<file path="config.mk">
export PLATFORM = sky130hd
export DESIGN_NAME = key_requester
export DESIGN_NICKNAME = d
export VERILOG_FILES = /design/src/rtl/key_req_pkg.sv /design/src/rtl/key_mirror.sv /design/src/rtl/key_requester.sv
export SDC_FILE = /design/constraint.sdc
export NUM_CORES = 1
export LEC_CHECK = 0
export CAP_MARGIN = 30
export CORE_MARGIN = 5
export CORE_UTILIZATION = 45
export DETAILED_ROUTE_END_ITERATION = 8
export DONT_BUFFER_PORTS = 1
export PLACE_DENSITY = 0.58
export SLEW_MARGIN = 20
export SYNTH_ARGS = -nofsm -noshare
export SYNTH_HDL_FRONTEND = slang
export SYNTH_HIERARCHICAL = 1
export SYNTH_SLANG_ARGS = --single-unit
</file>
<file path="constraint.sdc">
create_clock -name clk -period 4.9 [get_ports clk]
set_input_delay 0.49 -clock clk [delete_from_list [all_inputs] [get_ports clk]]
set_output_delay 0.49 -clock clk [all_outputs]
set_load 0.03 [all_outputs]
</file>
<file path="src/rtl/key_req_pkg.sv">
// rtl/key_req_pkg.sv - shared state type and default widths for the key requester
package key_req_pkg;

  localparam int DEF_KEY_W = 4;
  localparam int DEF_CNT_W = 8;
  localparam int DEF_GAP_W = 4;

  typedef enum logic [1:0] {
    IDLE = 2'd0,
    REQ  = 2'd1,
    GAP  = 2'd2,
    DONE = 2'd3
  } state_e;

endpackage

</file>
<file path="src/rtl/key_mirror.sv">
// rtl/key_mirror.sv - shadow of the responder's free-running key down-counter
module key_mirror #(
  parameter int KEY_W = 4
) (
  input  logic             clk,
  input  logic             rst,
  output logic [KEY_W-1:0] shadow_o
);

  logic [KEY_W-1:0] cnt_q;

  // Must reset and step exactly like the responder so keys stay aligned.
  always_ff @(posedge clk) begin
    if (rst) begin
      cnt_q <= '1;
    end else begin
      cnt_q <= cnt_q - KEY_W'(1);
    end
  end

  assign shadow_o = cnt_q;

endmodule

</file>
<file path="src/rtl/key_requester.sv">
// rtl/key_requester.sv - issues scored bursts of key-match requests to a responder
module key_requester
  import key_req_pkg::*;
#(
  parameter int KEY_W = DEF_KEY_W,
  parameter int CNT_W = DEF_CNT_W,
  parameter int GAP_W = DEF_GAP_W
) (
  input  logic             clk,
  input  logic             rst,
  input  logic             start,
  input  logic [CNT_W-1:0] num_txn,
  input  logic [GAP_W-1:0] gap,
  input  logic             inject_err,
  output logic             req,
  output logic [KEY_W-1:0] req_key,
  input  logic             ack,
  output logic             busy,
  output logic             done,
  output logic [CNT_W-1:0] pass_cnt,
  output logic [CNT_W-1:0] fail_cnt
);

  state_e           state_q,   state_d;
  logic [CNT_W-1:0] num_q,     num_d;
  logic [CNT_W-1:0] idx_q,     idx_d;
  logic [CNT_W-1:0] pass_q,    pass_d;
  logic [CNT_W-1:0] fail_q,    fail_d;
  logic [GAP_W-1:0] gap_q,     gap_d;
  logic [GAP_W-1:0] gap_cnt_q, gap_cnt_d;
  logic             inj_q,     inj_d;
  logic [KEY_W-1:0] shadow;
  logic [KEY_W-1:0] key_sel;

  key_mirror #(.KEY_W(KEY_W)) u_mirror (
    .clk      (clk),
    .rst      (rst),
    .shadow_o (shadow)
  );

  always_ff @(posedge clk) begin
    if (rst) begin
      state_q   <= IDLE;
      num_q     <= '0;
      idx_q     <= '0;
      pass_q    <= '0;
      fail_q    <= '0;
      gap_q     <= '0;
      gap_cnt_q <= '0;
      inj_q     <= 1'b0;
    end else begin
      state_q   <= state_d;
      num_q     <= num_d;
      idx_q     <= idx_d;
      pass_q    <= pass_d;
      fail_q    <= fail_d;
      gap_q     <= gap_d;
      gap_cnt_q <= gap_cnt_d;
      inj_q     <= inj_d;
    end
  end

  always_comb begin
    state_d   = state_q;
    num_d     = num_q;
    idx_d     = idx_q;
    pass_d    = pass_q;
    fail_d    = fail_q;
    gap_d     = gap_q;
    gap_cnt_d = gap_cnt_q;
    inj_d     = inj_q;
    case (state_q)
      IDLE: begin
        if (start) begin
          num_d   = num_txn;
          gap_d   = gap;
          inj_d   = inject_err;
          idx_d   = '0;
          pass_d  = '0;
          fail_d  = '0;
          state_d = (num_txn == '0) ? DONE : REQ;
        end
      end
      REQ: begin
        // ack is only ever looked at here, at the edge closing a REQ cycle.
        if (ack) begin
          if (pass_q != '1) pass_d = pass_q + CNT_W'(1);
        end else begin
          if (fail_q != '1) fail_d = fail_q + CNT_W'(1);
        end
        idx_d = idx_q + CNT_W'(1);
        if (idx_d == num_q) begin
          state_d = DONE;
        end else if (gap_q != '0) begin
          state_d   = GAP;
          gap_cnt_d = gap_q;
        end
      end
      GAP: begin
        if (gap_cnt_q == GAP_W'(1)) begin
          state_d = REQ;
        end else begin
          gap_cnt_d = gap_cnt_q - GAP_W'(1);
        end
      end
      DONE: begin
        state_d = IDLE;
      end
      default: begin
        state_d = IDLE;
      end
    endcase
  end

  // Odd-indexed requests get a key one ahead of the responder when injecting.
  assign key_sel  = (inj_q && idx_q[0]) ? shadow + KEY_W'(1) : shadow;
  assign req      = (state_q == REQ);
  assign req_key  = req ? key_sel : '0;
  assign busy     = (state_q != IDLE);
  assign done     = (state_q == DONE);
  assign pass_cnt = pass_q;
  assign fail_cnt = fail_q;

endmodule

</file>
# --- Yosys cells after proc, flatten, opt, wreduce, memory -nomap -nowiden ---
# Index checks and enable logic that the tools add are counted.
totals:
  reg_bits: 47
  in_bits: 17
  word_cells: 65
classes:
  add_sub_neg: 6
  n_eq_ne: 17
  n_mux: 20
  n_reduce_logical: 13
ops:
  columns: ["operator", "n"]
  rows:
  - ["one-hot mux 8 bit (2 select lines)", 3]
  - ["two-way mux 8 bit", 5]
  - ["adder 8 x 1 -> 8 bit (second input constant)", 3]
  - ["two-way mux 4 bit", 5]
  - ["inequality test 8 bit (second input constant)", 2]
  - ["AND reduction 4 bit", 3]
  - ["two-way mux 2 bit", 5]
  - ["inequality test 2 bit (second input constant)", 5]
  - ["== test 8 bit", 1]
  - ["zero test 8 bit", 1]
  - ["inequality test 2 x 1 -> 1 bit (second input constant)", 4]
  - ["one-hot mux 2 bit (4 select lines)", 1]
  - ["one-hot mux 4 bit (2 select lines)", 1]
  - ["subtractor 4 x 1 -> 4 bit (second input constant)", 2]
  - ["nonzero test 2 bit", 3]
  - ["adder 4 x 1 -> 4 bit (second input constant)", 1]
  - ["== test 2 bit (second input constant)", 2]
  - ["== test 4 x 1 -> 1 bit (second input constant)", 1]
  - ["AND reduction 2 bit", 2]
  - ["nonzero test 4 bit", 1]
  - ["inequality test 3 x 1 -> 1 bit (second input constant)", 1]
  - ["AND reduction 3 bit", 1]
  - ["== test 2 x 1 -> 1 bit (second input constant)", 1]
  - ["zero test 2 bit", 1]
  - ["logical AND 1 bit", 1]

# --- Depth between registers and ports, before layout ---
# Gate-level depths: netlist of the first run.
logic_depth:
  word_depth: 4
  depth_mapped: 9
  mapped_depth_nobuf: 7

# --- Hierarchy ---
# Netlist of the first run, hierarchy kept.
modules_own_cells:
  columns: ["mod", "instances", "cells_each", "area_each_um2", "seq_area_each_um2"]
  rows:
  - ["key_requester", 1, 296, 2373.5, 860.8]
  - ["key_mirror", 1, 14, 148.9, 80.1]

# --- Least setup slack after synthesis of the first run ---
# Ideal clock, no wire load.
synth_path:
  path_type: "reg-to-output"
  from: "register idx_q[0]"
  to: "output req_key[3]"
  arrival_ns: 1.405
  slack_ns: 3.005
  path_stages_with_launch: 5
  n_path_buf: 1
  path_cell_list: "dfxtp_1 -> buf_4 -> nand2_1 -> or3_1 -> a21oi_1"
synth_between:
  elab_chain_cells: 3
synth_lines:
  columns: ["item", "line_no", "rtl"]
  rows:
  - ["start, declared", "key_requester.sv:26", "logic [CNT_W-1:0] idx_q, idx_d;"]
  - ["start signal, assigned", "key_requester.sv:54", "idx_q <= idx_d;"]
  - ["logical AND 1 bit", "key_requester.sv:116", "assign key_sel = (inj_q && idx_q[0]) ? shadow + KEY_W'(1) : shadow;"]
  - ["two-way mux 4 bit", "key_requester.sv:116", null]
  - ["two-way mux 4 bit", "key_requester.sv:118", "assign req_key = req ? key_sel : '0;"]
  - ["end, declared", "key_requester.sv:16", "output logic [KEY_W-1:0] req_key,"]
# No other way between the ends.

# --- Worst setup path after layout of the first run ---
# Same ends and word-level chain as after synthesis.

==> impl_metrics.yaml, run 1 <==
pwr:
  pwr-share-clk_pct: 30.9
  pwr-share-comb_pct: 20.5
  p_switching_w: 0.0002744
  p_total_w: 0.0008875
  powerDensity_mw_per_mm2: 339.2
  pwr-share-seq_pct: 48.6
  peakVddDrop_mv: 0.1612
  cellLeakagePower_nw: 0.9288
  p_sw_share_pct: 30.91
  power.internal_w: 0.0006132
finish:
  drive_above_1_share_pct: 6.355
  antenna_cells: 0
  area_growth_pct: 3.720
  nets: 323
  num-fill-cells: 573
  final_cells: 371
critical_path:
  crit_required_ns: 4.41
  slowest_delay_ns: 0.56
  critPathArrivalTime_ns: 1.91
  cp_slowest_cell: "a21oi_1"
  cp-end-kind: "output port"
  path_cells: "nand2_1 > or3_1 > a21oi_1"
  cp-start-kind: "register"
  crit_type: "register to output port"
  cp_max_fo: 10
route:
  drc_errors: 0
  num_vias: 2029
  drt_iter0_drc: 116
  drt-total-wl_um: 5545
  ant_nets: 0
  via_per_inst: 5.469
  dr.pass1.iters: 4
  drt-wirelength-per-cell_um: 14.95
logic_synthesis:
  syn_nets: 334
  synth_top_cell_area_share_pct: 37.30
  synth-async-reset-ratio_pct: 0
  synth.distinct_cells: 53
  synth_edf_count: 0
  synth_seq_cells: 47
  synth_top_flop_cell: "dfxtp_1"
  synth_top_cell_by_area: "dfxtp_1"
  avgSynthCellArea_um2: 8.137
  synth.area.top_cells: "dfxtp_1 37%, a21oi_1 6.3%, nand2_1 6.1%"
  ys_seq_area_share_pct: 37.30
  yosys-top-cells-count: "47 x dfxtp_1, 41 x nand2_1, 35 x nor2_1, 32 x a21oi_1, 13 x xor2_1"
  ys_warn_count: 6
  synthCells: 310
  synth_most_common_cell: "dfxtp_1"
  syn_area_mm2: 0.002522
sta:
  max_freq_mhz: 416.2
  rsz0062_at_grt: "no"
  fin_ws_ns: 2.497
  min_period_ns: 2.403
  slew_viol_final: 0
  fin_setup_tns_ns: 0
  clock_skew_ns: 0.006785
  fin_crit_sh_pct: 49.04
  hold_slack_ns: 0.2553
  finalHoldViolCount: 0
  worst_pin_slew_ns: 0.7131
  timing.slew.headroom_pct: 52.34
  setup_viol: 0
job:
  maxCapViolations: 0
floorplan:
  core_area_mm2: 0.005473
  rows: 27
  io_pins: 40
  start_util_pct: 46.09
  die_area_mm2: 0.007203
  fp.dieH_um: 84.87
  die-width_um: 84.87
global_route:
  grt_pass1_wl_um: 9535
  grt_max_degree: 39
  grt_pass1_vias: 2005
  grt-ovfl-total: 0
  met1_usage_pct: 20.76
  use_met3_pct: 4.563
  gr-usage-met2_pct: 26.05
  antenna_found_initial: 0
  gr-usage-all-layers_pct: 16.07
  busiest_layer: "met2"
clock_tree:
  clock_path_buffers: 2
  insertion_delay_ns: 0.29
  htree_levels: 2
  cts_tree: "done"
  cts_resized: 0
  cts-buffers-inserted: 5
  cts-root-buf: "clkbuf_8"
  clkSinkCount: 47
  holdBufCountCts: 0
  path_clk_slew_ns: 0.08
  postCtsSetupBuffers: 0
place:
  hpwlAfterDp_um: 3980
  numPortBuffers: 0
  dp.cells: 364
  gp_congestion: 0.7322
  pre_cts_slack_ns: 2.653
status:
  status: "complete, no violations"
hold_path:
  hp-class: "input pin to register"
==> cell usage in the layout, fill, tap and decap left out, types with 4 or more instances in the layout <==
cell      count
nand3_1      11
o21ai_0       9
or3_1         8
ha_1          7
nor3b_1       4
inv_1         7
xor2_1       13
a21oi_1      32
a31oi_1       4
xnor2_1      10
nand4_1       4
clkbuf_8      5
dfxtp_1      47
nand2_1      41
nor2_1       35
nor3_1        5
nand2b_1      6
==> layer usage <==
layer	part of all wire, %	wire length, um	vias up
li1	-	-	1052
met1	47	2592	924
met2	46	2559	43
met3	5.1	281	10
met4	2.0	111	0
met5	0	0	-
==> per-stage QoR <==
step	utilization, %	cell area, um^2
final	47.81	2616
after global routing	47.81	2616
after CTS	47.81	2616
after detailed placement	45.93	2514
after global placement	45.93	2514
after floorplan	-	2522
==> power groups by stage <==
stage          sequential (W)  clock, W  combinational, W
2_1_floorplan        0.000432         0          0.000168
3_3_place_gp         0.000440         0          0.000182
3_5_place_dp         0.000441         0          0.000184
4_1_cts              0.000432  0.000282          0.000184
5_1_grt              0.000436  0.000299          0.000208
6_report             0.000431  0.000274          0.000182
==> state kept, by name, indices dropped and copies added, names as in the netlist <==
register           cells
gap_q                  4
inj_q                  1
gap_cnt_q              4
pass_cnt               8
num_q                  8
idx_q                  8
state_q                2
u_mirror/shadow_o      4
fail_cnt               8
==> worst max-delay path: cells and delay by family (launching register included) <==
family / cells / cell delay (ns)
AO/OA/AOI/OAI: 1 / 0.56
flip-flops: 1 / 0.51
AND/OR/NAND/NOR: 2 / 0.54
==> final timing paths <==
path	to	start	slack (ns)	cells past startpoint
worst max-delay path	req_key[3]	idx_q[0]	2.50	3
worst max register to register	pass_cnt[7]	state_q[1]	2.63	7
worst min register to register	num_q[7]	num_q[7]	0.47	2
worst min-delay path	inj_q	rst	0.26	1
==> logic make-up after synthesis <==
logic type / Yosys count / synth area share [%]
AOI/OAI and AO/OA: 66 / 16.96
xor gates and xnor gates: 23 / 7.986
adders and majority gates: 7 / 3.472
buffers and inverters: 26 / 5.109
DFF: 47 / 37.30
muxes: 2 / 0.8432
and+or+nand+nor: 139 / 28.32
==> cell type report <==
cell class / count / area (um^2) / area share (%)
Clock inverter: 1 / 30.03 / 1.148
Tap cell: 72 / 90.09 / 3.443
Multi-Input combinational cell: 237 / 1453 / 55.52
Inverter: 8 / 30.03 / 1.148
Sequential cell: 47 / 940.9 / 35.96
Clock buffer: 6 / 72.57 / 2.774
Power figures use the tool's default switching activity.
==> run 2, diff against run 1 <==
Clock period 4.9 ns to 2.5 ns, I/O delays scaled along.
==> run 2 against run 1 <==
Compared with the run above:
- global-route usage grew 0.12 points
- critical endpoint is now fail_cnt[5]
- register-to-register slack lost 2.1 ns
- clock power grew 69%
- non-clock buffer count grew 13
- total power grew 91%
- via count grew 1.8%
- final area grew 3.3%
- combinational power grew 120%
- routed wire length grew 3.3%
- count of clock-buffer cells in the layout is the same
- hold slack lost 0.23 ns
- sequential power grew 94%
==> impl_metrics.yaml, run 2 (synthesis results as in run 1) <==
sta:
  min_period_ns: 2.016
  timing.slew.headroom_pct: 62.80
  fin_crit_sh_pct: 80.64
  clock_skew_ns: 0.006756
  finalHoldViolCount: 0
  worst_pin_slew_ns: 0.5530
  max_freq_mhz: 496.0
  rsz0062_at_grt: "no"
  slew_viol_final: 0
  setup_viol: 0
  fin_setup_tns_ns: 0
route:
  drt-total-wl_um: 5727
  via_per_inst: 5.380
  drc_errors: 0
  dr.pass1.iters: 4
  drt-wirelength-per-cell_um: 14.91
  num_vias: 2066
  drt_iter0_drc: 129
  ant_nets: 0
finish:
  multi_input_area_mm2: 0.001453
  num-fill-cells: 573
  antenna_cells: 0
  drive_above_1_share_pct: 9.936
  finalInstanceArea_mm2: 0.002704
  seqCellArea_um2: 940.9
  final_common_cell: "dfxtp_1"
  final_cell_mix: "47 x dfxtp_1, 41 x nand2_1, 35 x nor2_1"
  nets: 336
  area_growth_pct: 7.192
critical_path:
  crit_required_ns: 2.68
  r2r-start: "fail_cnt[0]"
  cp_max_fo: 5
  critical_path_depth: 7
  crit_type: "register to register"
  critPathArrivalTime_ns: 2.19
  cp_top_family: "compound AO/OA/AOI/OAI gates"
  cp-start-kind: "register"
  reg2reg_to: "fail_cnt[5]"
  endpoint: "fail_cnt[5]"
  cp_slowest_cell: "dfxtp_1"
  reg2regPathDepth: 7
  cp-startpoint: "fail_cnt[0]"
  path_cells: "ha_1 > and3_1 > a211o_1 > a21oi_1 > nand3_1 > xor2_1 > nor2_1"
  cp-end-kind: "register"
  worst-path-buf-inv: 0
  timing.reg2reg.setup_slack_ns: 0.48
  slowest_delay_ns: 0.44
pwr:
  peakVddDrop_mv: 0.2732
  p_total_w: 0.001700
  powerDensity_mw_per_mm2: 628.6
  cellLeakagePower_nw: 0.9899
floorplan:
  start_util_pct: 46.09
  core_area_mm2: 0.005473
  rows: 27
  io_pins: 40
  die-width_um: 84.87
  fp.dieH_um: 84.87
  die_area_mm2: 0.007203
clock_tree:
  clkSinkCount: 47
  path_clk_slew_ns: 0.08
  clock_path_buffers: 2
  cts_resized: 0
  cts-root-buf: "clkbuf_8"
  htree_levels: 2
  insertion_delay_ns: 0.30
  cts-buffers-inserted: 5
  cts_tree: "done"
global_route:
  gr-usage-all-layers_pct: 16.19
  grt-ovfl-total: 0
  grt_pass1_wl_um: 9453
  grt_max_degree: 37
  antenna_found_initial: 0
  grt_pass1_vias: 1961
place:
  hpwlAfterDp_um: 4040
  post_dp_cell_area_mm2: 0.002596
  gp_congestion: 0.8085
  numPortBuffers: 0
hold_path:
  hp-class: "input pin to register"
status:
  status: "complete, no violations"
job:
  maxCapViolations: 0
## run 2: cell types whose count changed in the layout (fill, tap and decap cells not counted)
cell	before	now
buf_4	0	11
bufinv_16	1	0
clkbuf_1	1	0
clkbuf_8	5	6
clkinv_2	0	1
dlygate4sd3_1	0	2
## run 2: routing by layer
| layer | global-route usage, % | vias to the layer above | wire length, um |
|---|---|---|---|
| met5 | 0 | - | 0 |
| met4 | 5.036 | 0 | 74 |
| met3 | 4.175 | 8 | 250 |
| met2 | 26.41 | 36 | 2694 |
| met1 | 21.00 | 937 | 2706 |
| li1 | - | 1085 | - |
## run 2: how the worst min path moves through the flow
stage,endpoint,slack (ns),from,cells past startpoint
after detailed placement,inj_q,0.33,rst,1
after global routing,idx_q[1],0.004,rst,1
final,idx_q[1],0.02,rst,1
after CTS,idx_q[1],0.0004,rst,1
after global placement,inj_q,0.32,rst,1
after floorplan,u_mirror/shadow_o[0],0.35,rst,1
## run 2: where the power goes
group          leakage [nW]  switching, W  internal [W]
Sequential            0.382     0.0000458      0.000791
Clock                0.0470      0.000246      0.000217
Combinational         0.561      0.000258      0.000142
Total                 0.990      0.000550       0.00115
## run 2: what timing repair did
action	in CTS	in global routing
hold buffers	1	1
endpoints found under the hold margin	3	3
buffers inserted	0	0
## run 2: cell type report
class / instances / share of cell area, %
well taps: 72 / 3.332
clock inverters: 1 / 0.1851
multi-input cells: 237 / 53.73
flip-flops and latches: 47 / 34.80
clock buffers: 6 / 3.054
repair buffers: 13 / 3.795
inverters: 8 / 1.111
## run 2: metrics by stage
stage	cells	hold slack [ns]	util, %	setup WS [ns]
floorplan	310	0.3515	-	0.6247
global placement	375	0.3236	47.44	0.5120
detailed placement	375	0.3257	47.44	0.4743
CTS	383	0.0003957	49.22	0.4703
global route	384	0.004095	49.41	0.3203
finish	384	0.02077	49.41	0.4840
==> run 3, diff against run 2 <==
Clock period 2.5 ns to 2 ns, I/O delays scaled along.
==> run 3 against run 2 <==
Compared with the run above:
- sequential share of layout area decreased by 2.0 points
- largest power group unchanged
- critical endpoint is now state_q[0]
- count of clock-buffer cells in the layout increased by 1
- clock power increased by 18%
- via count increased by 4.4%
- hold slack improved by 0.011 ns
- critical path type unchanged
- die area unchanged
- critical path depth unchanged
==> impl_metrics.yaml, run 3 (synthesis results as in run 1) <==
status:
  status: "complete, no violations"
clock_tree:
  insertion_delay_ns: 0.29
  clkSinkCount: 47
  cts_tree: "done"
  path_clk_slew_ns: 0.08
  clock_path_buffers: 2
  cts-root-buf: "clkbuf_8"
  htree_levels: 2
  cts-buffers-inserted: 5
route:
  dr.pass1.iters: 4
  via_per_inst: 5.323
  drt_iter0_drc: 78
  drt-total-wl_um: 5804
  num_vias: 2156
  ant_nets: 0
  drc_errors: 0
  drt-wirelength-per-cell_um: 14.33
critical_path:
  crit_required_ns: 2.23
  cp_max_fo: 7
  critPathArrivalTime_ns: 2.15
  timing.reg2reg.setup_slack_ns: 0.08
  cp-startpoint: "idx_q[0]"
  reg2reg_to: "state_q[0]"
  reg2regPathDepth: 7
  crit_type: "register to register"
  cp-end-kind: "register"
  r2r-start: "idx_q[0]"
  endpoint: "state_q[0]"
  cp-start-kind: "register"
place:
  gp_congestion: 0.8051
  numPortBuffers: 0
  post_dp_cell_area_mm2: 0.002724
  hpwlAfterDp_um: 4143
sta:
  fin_crit_sh_pct: 96.03
  hold_slack_ns: 0.03167
  max_freq_mhz: 520.7
  slew_viol_final: 0
  rsz0062_at_grt: "yes"
  setup_viol: 0
  worst_pin_slew_ns: 0.6011
  clock_skew_ns: 0.002440
  min_period_ns: 1.921
  finalHoldViolCount: 0
  timing.slew.headroom_pct: 59.93
global_route:
  gr-usage-all-layers_pct: 16.38
  grt_max_degree: 31
  grt-ovfl-total: 0
  grt_pass1_vias: 2048
  grt_pass1_wl_um: 9639
  antenna_found_initial: 0
floorplan:
  rows: 27
  die_area_mm2: 0.007203
  fp.dieH_um: 84.87
  core_area_mm2: 0.005473
  start_util_pct: 46.09
  die-width_um: 84.87
  io_pins: 40
finish:
  area_growth_pct: 15.13
  finalInstanceArea_mm2: 0.002904
  final_common_cell: "dfxtp_1"
  nets: 356
  drive_above_1_share_pct: 18.32
  final_cell_mix: "42 x dfxtp_1, 41 x nand2_1, 35 x nor2_1"
  finish.utilization_pct: 53.06
  antenna_cells: 0
pwr:
  cellLeakagePower_nw: 1.102
  peakVddDrop_mv: 0.5306
  p_total_w: 0.002150
  powerDensity_mw_per_mm2: 740.4
hold_path:
  hp-class: "input pin to register"
job:
  maxCapViolations: 0
## run 3: final cells by class
cell class / instances / area [um^2]
clock buffers: 7 / 76.32
clock inverters: 1 / 5.005
fillers: 560 / 2569
inverters: 8 / 30.03
multi-input cells: 237 / 1493
flip-flops and latches: 47 / 952.2
well taps: 72 / 90.09
repair buffers: 33 / 257.7
## run 3: per-layer routing
layer	wire, um	vias up	global-route usage (%)
li1	-	1125	-
met1	2793	1000	21.99
met2	2761	26	26.69
met3	202	5	3.592
met4	48	0	4.317
met5	0	-	0
## run 3: critical path, cell delays in order, from the launching register on
cell,delay (ns)
dfxtp_2,0.35
ha_2,0.23
nand3_1,0.18
nor3b_2,0.24
o2111ai_2,0.18
nor3_1,0.41
o21ai_1,0.11
a21oi_1,0.15
## run 3: worst min-delay path by stage
stage	from	depth (start not counted)	end	slack [ns]
2_1_floorplan	rst	1	u_mirror/shadow_o[0]	0.30
3_3_place_gp	rst	1	inj_q	0.28
3_5_place_dp	rst	1	idx_q[5]	0.28
4_1_cts	rst	1	u_mirror/shadow_o[0]	0.0004
5_1_grt	num_txn[0]	2	num_q[0]	0.02
6_report	gap[2]	2	gap_q[2]	0.03
## run 3: power by group
part / total [W] / internal [W] / switching, W
Clock: 0.000548 / 0.000246 / 0.000302
Sequential: 0.00104 / 0.000986 / 0.0000538
Combinational: 0.000562 / 0.000214 / 0.000348
Total: 0.00215 / 0.00145 / 0.000703
## run 3: what timing repair did
action	4_1_cts	5_1_grt
hold buffers	2	1
endpoints found under the hold margin	30	1
setup buffers	0	2
setup endpoints to repair	0	6
gates resized for setup	0	17
## run 3: through the flow
step                      TNS (ns)  cells  setup slack, ns
after floorplan                  0    310           0.1247
after global placement           0    392          0.09527
after detailed placement         0    392          0.07294
after CTS                        0    402          0.03809
after global routing      -0.04388    405         -0.01729
final                            0    405          0.07940
